--- config.mk ---
export PLATFORM = sky130hd
export DESIGN_NAME = mul_res_acc
export DESIGN_NICKNAME = d
export VERILOG_FILES = /design/src/rtl/mul_res_acc.sv
export SDC_FILE = /design/constraint.sdc
export NUM_CORES = 1
export LEC_CHECK = 0
export BUFFER_PORTS_ARGS = -buffer_cell sky130_fd_sc_hd__buf_2
export CAP_MARGIN = 20
export CORE_ASPECT_RATIO = 0.6
export CORE_MARGIN = 8
export CORE_UTILIZATION = 45
export CTS_CLUSTER_DIAMETER = 150
export DETAILED_ROUTE_END_ITERATION = 8
export PLACE_DENSITY = 0.65
export REMOVE_ABC_BUFFERS = 1
export SYNTH_ARGS = -nofsm -noshare
export SYNTH_HDL_FRONTEND = slang
export SYNTH_SLANG_ARGS = --single-unit
--- constraint.sdc ---
create_clock -name i_clk -period 2.7 [get_ports i_clk]
set_input_delay 0 -clock i_clk [delete_from_list [all_inputs] [get_ports i_clk]]
set_output_delay 0 -clock i_clk [all_outputs]
set_load 0.005 [all_outputs]
--- src/rtl/mul_res_acc.sv ---
// mul_res_acc: sums ACC_CNT signed Booth products, hands the total off via valid/ready.
// Define MUL_RES_ACC_SAT_EN to clamp the sum on overflow instead of wrapping.
module mul_res_acc #(
    parameter int DATA_WIDTH = 4,
    parameter int ACC_WIDTH  = 16,
    parameter int ACC_CNT    = 4
) (
    input  logic                             i_clk,
    input  logic                             i_rst,
    input  logic                             i_end,
    input  logic [2*DATA_WIDTH-1:0]          i_res,
    input  logic                             i_cry,
    input  logic                             i_clr,
    output logic                             o_valid,
    input  logic                             i_ready,
    output logic [ACC_WIDTH-1:0]             o_acc,
    output logic [$clog2(ACC_CNT+1)-1:0]     o_cnt,
    output logic                             o_ovf,
    output logic                             o_drop
);
    localparam int PW = 2 * DATA_WIDTH;
    localparam int CW = $clog2(ACC_CNT + 1);
    localparam logic [CW-1:0] CNT_MAX = CW'(ACC_CNT);

    typedef enum logic [1:0] {
        S_IDLE,
        S_ACC,
        S_OUT
    } state_t;

    state_t state_q, state_d;

    logic                 r_end_q;
    logic [PW-1:0]        r_prod_q, r_prod_d;
    logic                 r_cry_q, r_cry_d;
    logic                 r_pend_vld_q, r_pend_vld_d;
    logic [PW-1:0]        r_pend_q, r_pend_d;
    logic                 r_pend_cry_q, r_pend_cry_d;
    logic [ACC_WIDTH-1:0] r_acc_q, r_acc_d;
    logic [CW-1:0]        r_cnt_q, r_cnt_d;
    logic                 r_ovf_q, r_ovf_d;
    logic                 r_drop_q, r_drop_d;

    logic                 ev;
    logic                 park;
    logic [ACC_WIDTH-1:0] prod_ext;
    logic [ACC_WIDTH-1:0] sum;
    logic [ACC_WIDTH-1:0] acc_new;
    logic                 add_ovf;
    logic [CW-1:0]        cnt_inc;

    assign ev       = i_end & ~r_end_q;
    assign prod_ext = ACC_WIDTH'($signed(r_prod_q));
    assign sum      = r_acc_q + prod_ext;
    assign cnt_inc  = r_cnt_q + CW'(1);
    assign add_ovf  = (r_acc_q[ACC_WIDTH-1] == prod_ext[ACC_WIDTH-1])
                    && (sum[ACC_WIDTH-1] != r_acc_q[ACC_WIDTH-1]);

`ifdef MUL_RES_ACC_SAT_EN
    localparam logic [ACC_WIDTH-1:0] ACC_MAX = {1'b0, {(ACC_WIDTH-1){1'b1}}};
    localparam logic [ACC_WIDTH-1:0] ACC_MIN = {1'b1, {(ACC_WIDTH-1){1'b0}}};

    // Overflow direction follows the sign both operands shared.
    assign acc_new = add_ovf
                   ? (r_acc_q[ACC_WIDTH-1] ? ACC_MIN : ACC_MAX)
                   : sum;
`else
    assign acc_new = sum;
`endif

    always_comb begin
        state_d      = state_q;
        r_prod_d     = r_prod_q;
        r_cry_d      = r_cry_q;
        r_pend_vld_d = r_pend_vld_q;
        r_pend_d     = r_pend_q;
        r_pend_cry_d = r_pend_cry_q;
        r_acc_d      = r_acc_q;
        r_cnt_d      = r_cnt_q;
        r_ovf_d      = r_ovf_q;
        r_drop_d     = r_drop_q;
        park         = 1'b0;

        unique case (state_q)
            S_IDLE: begin
                if (r_pend_vld_q) begin
                    r_prod_d     = r_pend_q;
                    r_cry_d      = r_pend_cry_q;
                    r_pend_vld_d = 1'b0;
                    park         = ev;
                    state_d      = S_ACC;
                end else if (ev) begin
                    r_prod_d = i_res;
                    r_cry_d  = i_cry;
                    state_d  = S_ACC;
                end
            end
            S_ACC: begin
                r_acc_d = acc_new;
                r_cnt_d = cnt_inc;
                r_ovf_d = r_ovf_q | r_cry_q | add_ovf;
                park    = ev;
                state_d = (cnt_inc == CNT_MAX) ? S_OUT : S_IDLE;
            end
            S_OUT: begin
                park = ev;
                if (i_ready) begin
                    r_acc_d = '0;
                    r_cnt_d = '0;
                    state_d = S_IDLE;
                end
            end
            default: state_d = S_IDLE;
        endcase

        // An IDLE reload vacates the slot this same cycle.
        if (park) begin
            if (!r_pend_vld_q || state_q == S_IDLE) begin
                r_pend_vld_d = 1'b1;
                r_pend_d     = i_res;
                r_pend_cry_d = i_cry;
            end else begin
                r_drop_d = 1'b1;
            end
        end

        if (i_clr) begin
            state_d      = S_IDLE;
            r_pend_vld_d = 1'b0;
            r_acc_d      = '0;
            r_cnt_d      = '0;
            r_ovf_d      = 1'b0;
            r_drop_d     = 1'b0;
        end
    end

    always_ff @(posedge i_clk) begin
        if (i_rst) begin
            state_q      <= S_IDLE;
            r_end_q      <= 1'b0;
            r_prod_q     <= '0;
            r_cry_q      <= 1'b0;
            r_pend_vld_q <= 1'b0;
            r_pend_q     <= '0;
            r_pend_cry_q <= 1'b0;
            r_acc_q      <= '0;
            r_cnt_q      <= '0;
            r_ovf_q      <= 1'b0;
            r_drop_q     <= 1'b0;
        end else begin
            state_q      <= state_d;
            r_end_q      <= i_end;
            r_prod_q     <= r_prod_d;
            r_cry_q      <= r_cry_d;
            r_pend_vld_q <= r_pend_vld_d;
            r_pend_q     <= r_pend_d;
            r_pend_cry_q <= r_pend_cry_d;
            r_acc_q      <= r_acc_d;
            r_cnt_q      <= r_cnt_d;
            r_ovf_q      <= r_ovf_d;
            r_drop_q     <= r_drop_d;
        end
    end

    assign o_valid = (state_q == S_OUT);
    assign o_acc   = r_acc_q;
    assign o_cnt   = r_cnt_q;
    assign o_ovf   = r_ovf_q;
    assign o_drop  = r_drop_q;

endmodule

# == After elaboration in Yosys (flattened, before gate mapping) ==
# Index checks and enable logic that the tools add are counted.
# op_classes
add_sub_neg,2
n_eq_ne,7
n_mux,18
bitwise,5
n_reduce_logical,13
# ops
operator,n
case mux 16 bit (2 select lines),1
adder 16 bit,1
two-way mux 16 bit,1
two-way mux 8 bit,2
AND reduction 2 bit,5
two-way mux 2 bit,4
two-way mux 1 bit,6
case mux 2 bit (3 select lines),1
case mux 3 bit (2 select lines),1
nonzero test 2 bit,2
OR reduction 2 bit,2
"adder 3 x 1 -> 3 bit, second input constant",1
"== test 3 bit, second input constant",1
two-way mux 3 bit,1
"inequality test 3 bit, second input constant",1
"== test 2 x 1 -> 1 bit, second input constant",1
"== test 2 bit, second input constant",1
zero test 2 bit,1
"inequality test 2 x 1 -> 1 bit, second input constant",1
inverter 1 bit,2
OR 1 bit,2
case mux 1 bit (2 select lines),1
AND 1 bit,1
== test 1 bit,1
other kinds (4),4
# totals
register_bits,43
out_inout_bits,22
wordCells,56

# == Longest topological paths before layout ==
# logic_depth
depth_word,5
ltp_mapped,9
ltp_nobuf,8

# == Least setup slack after synthesis ==
# No wires, ideal clock.
# synth_timing
path_type,flip-flop to flip-flop
startpoint,"reg r_acc_q[4], in the netlist o_acc[4]"
endpoint,"reg r_ovf_q, in the netlist o_ovf"
arrival_ns,1.853
t_required_ns,2.580
slack_ns,0.728
path_stages_with_launch,8
n_path_buf,0
period_less_slack_ns,1.972
cell_sequence,dfxtp_1 -> ha_1 -> a2111oi_4 -> o21ai_2 -> a31o_2 -> a21oi_4 -> mux2i_1 -> o31a_1
# synth_between
elab_chain_len,4
# synth_lines
item,line,text
start: declaration,39,"logic [ACC_WIDTH-1:0] r_acc_q, r_acc_d;"
start signal: assignment,158,r_acc_q <= r_acc_d;
adder 16 bit,54,assign sum = r_acc_q + prod_ext;
inequality test 1 bit,57,&& (sum[ACC_WIDTH-1] != r_acc_q[ACC_WIDTH-1]);
logical AND 1 bit,57,
OR 1 bit,101,r_ovf_d = r_ovf_q | r_cry_q | add_ovf;
end signal: assignment,160,r_ovf_q <= r_ovf_d;
end: declaration,41,"logic r_ovf_q, r_ovf_d;"
# No other way between the ends.
# A chain may end at the register's enable or synchronous reset.

# == Final worst setup path ==
# layout_timing
startpoint,"reg r_acc_q[4], in the netlist o_acc[4]"
endpoint,"reg r_acc_q[13], in the netlist o_acc[13]"
# layout_between
elab_chain_len,2
# layout_lines
item,line,text
adder 16 bit,54,
case mux 16 bit (2 select lines),84,unique case (state_q)
# No other way between the ends.

==> flow_metrics.env <==
export IMPL_grt_max_degree=22
export IMPL_yosys_top_cells_area="dfxtp_1 36%, ha_1 11%, mux2i_1 8.8%"
export IMPL_hold_viol_final=0
export IMPL_dp_hpwl_microns=4150
export IMPL_cts_tree="done"
export IMPL_setup_viol=0
export IMPL_post_route_period_util_pct=78.9
export IMPL_coreArea_sq_um=5100
export IMPL_hold_depth=3
export IMPL_gp_congestion=0.853
export IMPL_die_area_sq_um=7990
export IMPL_synth_seq_area_share_pct=35.9
export IMPL_grt_util_all_layers_pct=14.5
export IMPL_synth_common_cells="43 x dfxtp_1, 33 x nor2_1"
export IMPL_syn2layout_area_growth_pct=18.7
export IMPL_clk_path_buf_depth=2
export IMPL_path_cells="ha_1, a2111oi_4, o21ai_2, a31o_2, o31ai_1, xor2_1, o21ai_0"
export IMPL_fp_dieW_microns=110
export IMPL_status="finished, final reports clean"
export IMPL_grt_ovfl_total=0
export IMPL_fin_nets=350
export IMPL_cap_violations=0
export IMPL_holdCritPathClass="input port to flop"
export IMPL_power_density_nw_per_um2=441
export IMPL_ant_nets=0
export IMPL_rsz0062_at_grt="false"
export IMPL_vias_per_cell=5.24
export IMPL_cts_buffers=5
export IMPL_period_minus_slack_ns=2.13
export IMPL_criticalPathCategory="flop to flop"
export IMPL_start_util_pct=46.9
export IMPL_clock_latency_ns=0.30
export IMPL_drtIter0Drc=59
export IMPL_wire_per_inst_microns=14.4
export IMPL_worstPathArrival_ns=2.32
export IMPL_yosysTopAreaCell="dfxtp_1"
export IMPL_cts_root_buf="clkbuf_8"
export IMPL_fin_worst_skew_ns=0.00744
export IMPL_antenna_found_initial=0
export IMPL_end_kind="flop"
export IMPL_finalSetupTns_ns=0
export IMPL_worst_pin_slew_ns=0.385
export IMPL_grt_pass1_wl_microns=9050
export IMPL_num_vias=1993
export IMPL_drive_gt1_share_pct=17.8
export IMPL_post_dp_cell_area_sq_um=2650
export IMPL_firstDrtPassIters=5
export IMPL_synth_edf_count=0
export IMPL_max_stage_delay_ns=0.41
export IMPL_design_area_sq_um=2840
export IMPL_fp_row_count=20
export IMPL_rrSetupSlack_ns=0.57
export IMPL_cts_sink_count=43
export IMPL_reg2reg_depth=7
export IMPL_slew_headroom_pct=74.2
export IMPL_critPathMaxFanout=6
export IMPL_synth_most_common_cell="dfxtp_1"
export IMPL_synth_top_area_share_pct=35.9
export IMPL_crit_slowest_cell="ha_1"
export IMPL_ys_ff_latch=43
export IMPL_portBuffers=35
export IMPL_htree_num_levels=2
export IMPL_pin_count=36
export IMPL_synthDistinctLibCells=45
export IMPL_dieHeight_microns=72.5
export IMPL_ys_flop_type="dfxtp_1"
export IMPL_cts_setup_buffers=0
export IMPL_syn_area_sq_um=2390
export IMPL_diodes=0
export IMPL_cp_start_kind="flop"
export IMPL_fmax_mhz=469
export IMPL_avgSynthCellArea_sq_um=8.97
export IMPL_vdd_drop_max_mv=0.216
export IMPL_worstPathRequired_ns=2.89
export IMPL_leakage_nw=1.21
export IMPL_yosys_warnings=0
export IMPL_path_clk_slew_ns=0.08
export IMPL_synthArstFlopShare_pct=0
export IMPL_wirelength_microns=5480
export IMPL_synth_cells=267
export IMPL_drc=0
export IMPL_p_total_mw=1.25
export IMPL_grt_pass1_vias=1844
export IMPL_maxSlewViolCount=0
==> worst max-delay path, delay by kind of cell (launching register included) <==
family                   cells  cell delay (ns)
XOR/XNOR                     1             0.17
AO/OA/AOI/OAI                5             1.12
adder cells (fa/ha/maj)      1             0.41
flip-flops                   1             0.33
==> flip-flops by register name, summed over array words and instances, names as in the netlist <==
signal,count
r_pend_q,8
o_cnt,3
r_end_q,1
r_pend_vld_q,1
state_q,2
o_ovf,1
r_pend_cry_q,1
o_drop,1
o_acc,16
r_prod_q,8
r_cry_q,1
==> cells in the final DEF (no fill, tap or decap), types with 6 or more instances in the layout <==
| master | synthesis | layout |
|---|---|---|
| nand2_1 | 21 | 21 |
| a21oi_1 | 21 | 21 |
| nor2_1 | 33 | 33 |
| clkbuf_8 | 0 | 6 |
| dfxtp_1 | 43 | 43 |
| mux2i_1 | 21 | 21 |
| buf_4 | 1 | 7 |
| dlygate4sd3_1 | 0 | 10 |
| ha_1 | 21 | 21 |
| xnor2_1 | 7 | 7 |
| buf_2 | 2 | 35 |
| a211oi_1 | 11 | 11 |
| o21ai_0 | 15 | 15 |
==> cell families (layout without fill, tap and decap cells) <==
kind of cell    count (synthesis)  after routing  synth area share, %
buf+inv                        16             63                 2.77
mux                            21             21                 8.78
fa+ha+maj                      22             22                 11.8
flops                          43             43                 35.9
compound gates                 71             71                 20.2
xor+xnor                       11             11                 4.02
simple gates                   83             83                 16.5
==> metrics by stage <==
step,instances,setup WS [ns],hold WS [ns],utilization [%]
finish,380,0.568,0.0282,55.7
global route,380,0.409,0.0284,55.7
CTS,380,0.582,0.0214,55.7
detailed placement,363,0.595,0.245,52.0
global placement,363,0.629,0.237,52.0
floorplan,255,0.426,0.0716,-
==> per-layer routing <==
metal	part of all wire, %	GRT usage, %
met3	7.2	4.07
met4	0.93	4.41
met2	39	19.2
met5	0	0
met1	53	21.6
==> final timing paths <==
check                 from          to
setup / recovery  o_acc[4]   o_acc[13]
hold / removal       i_clr  state_q[0]
hold reg to reg   o_acc[0]    o_acc[0]
setup reg to reg  o_acc[4]   o_acc[13]
==> area by class of cell <==
class | instances | area (sq um)
Timing Repair Buffer | 52 | 328
Sequential cell | 43 | 861
Tap cell | 66 | 82.6
Multi-Input combinational cell | 208 | 1470
Clock buffer | 6 | 82.6
Clock inverter | 1 | 5.00
Inverter | 4 | 15.0
Fill cell | 504 | 2260
==> what timing repair did <==
item,4_1_cts,5_1_grt
hold buffers,10,0
endpoints found under the hold margin,10,0
resized for setup,0,0
==> where the power goes <==
part | switching [mW] | internal [mW] | total (mW)
clock | 0.224 | 0.201 | 0.425
combinational | 0.0876 | 0.0735 | 0.161
sequential | 0.0165 | 0.652 | 0.669
total | 0.328 | 0.927 | 1.25
Power figures use the tool's default switching activity.
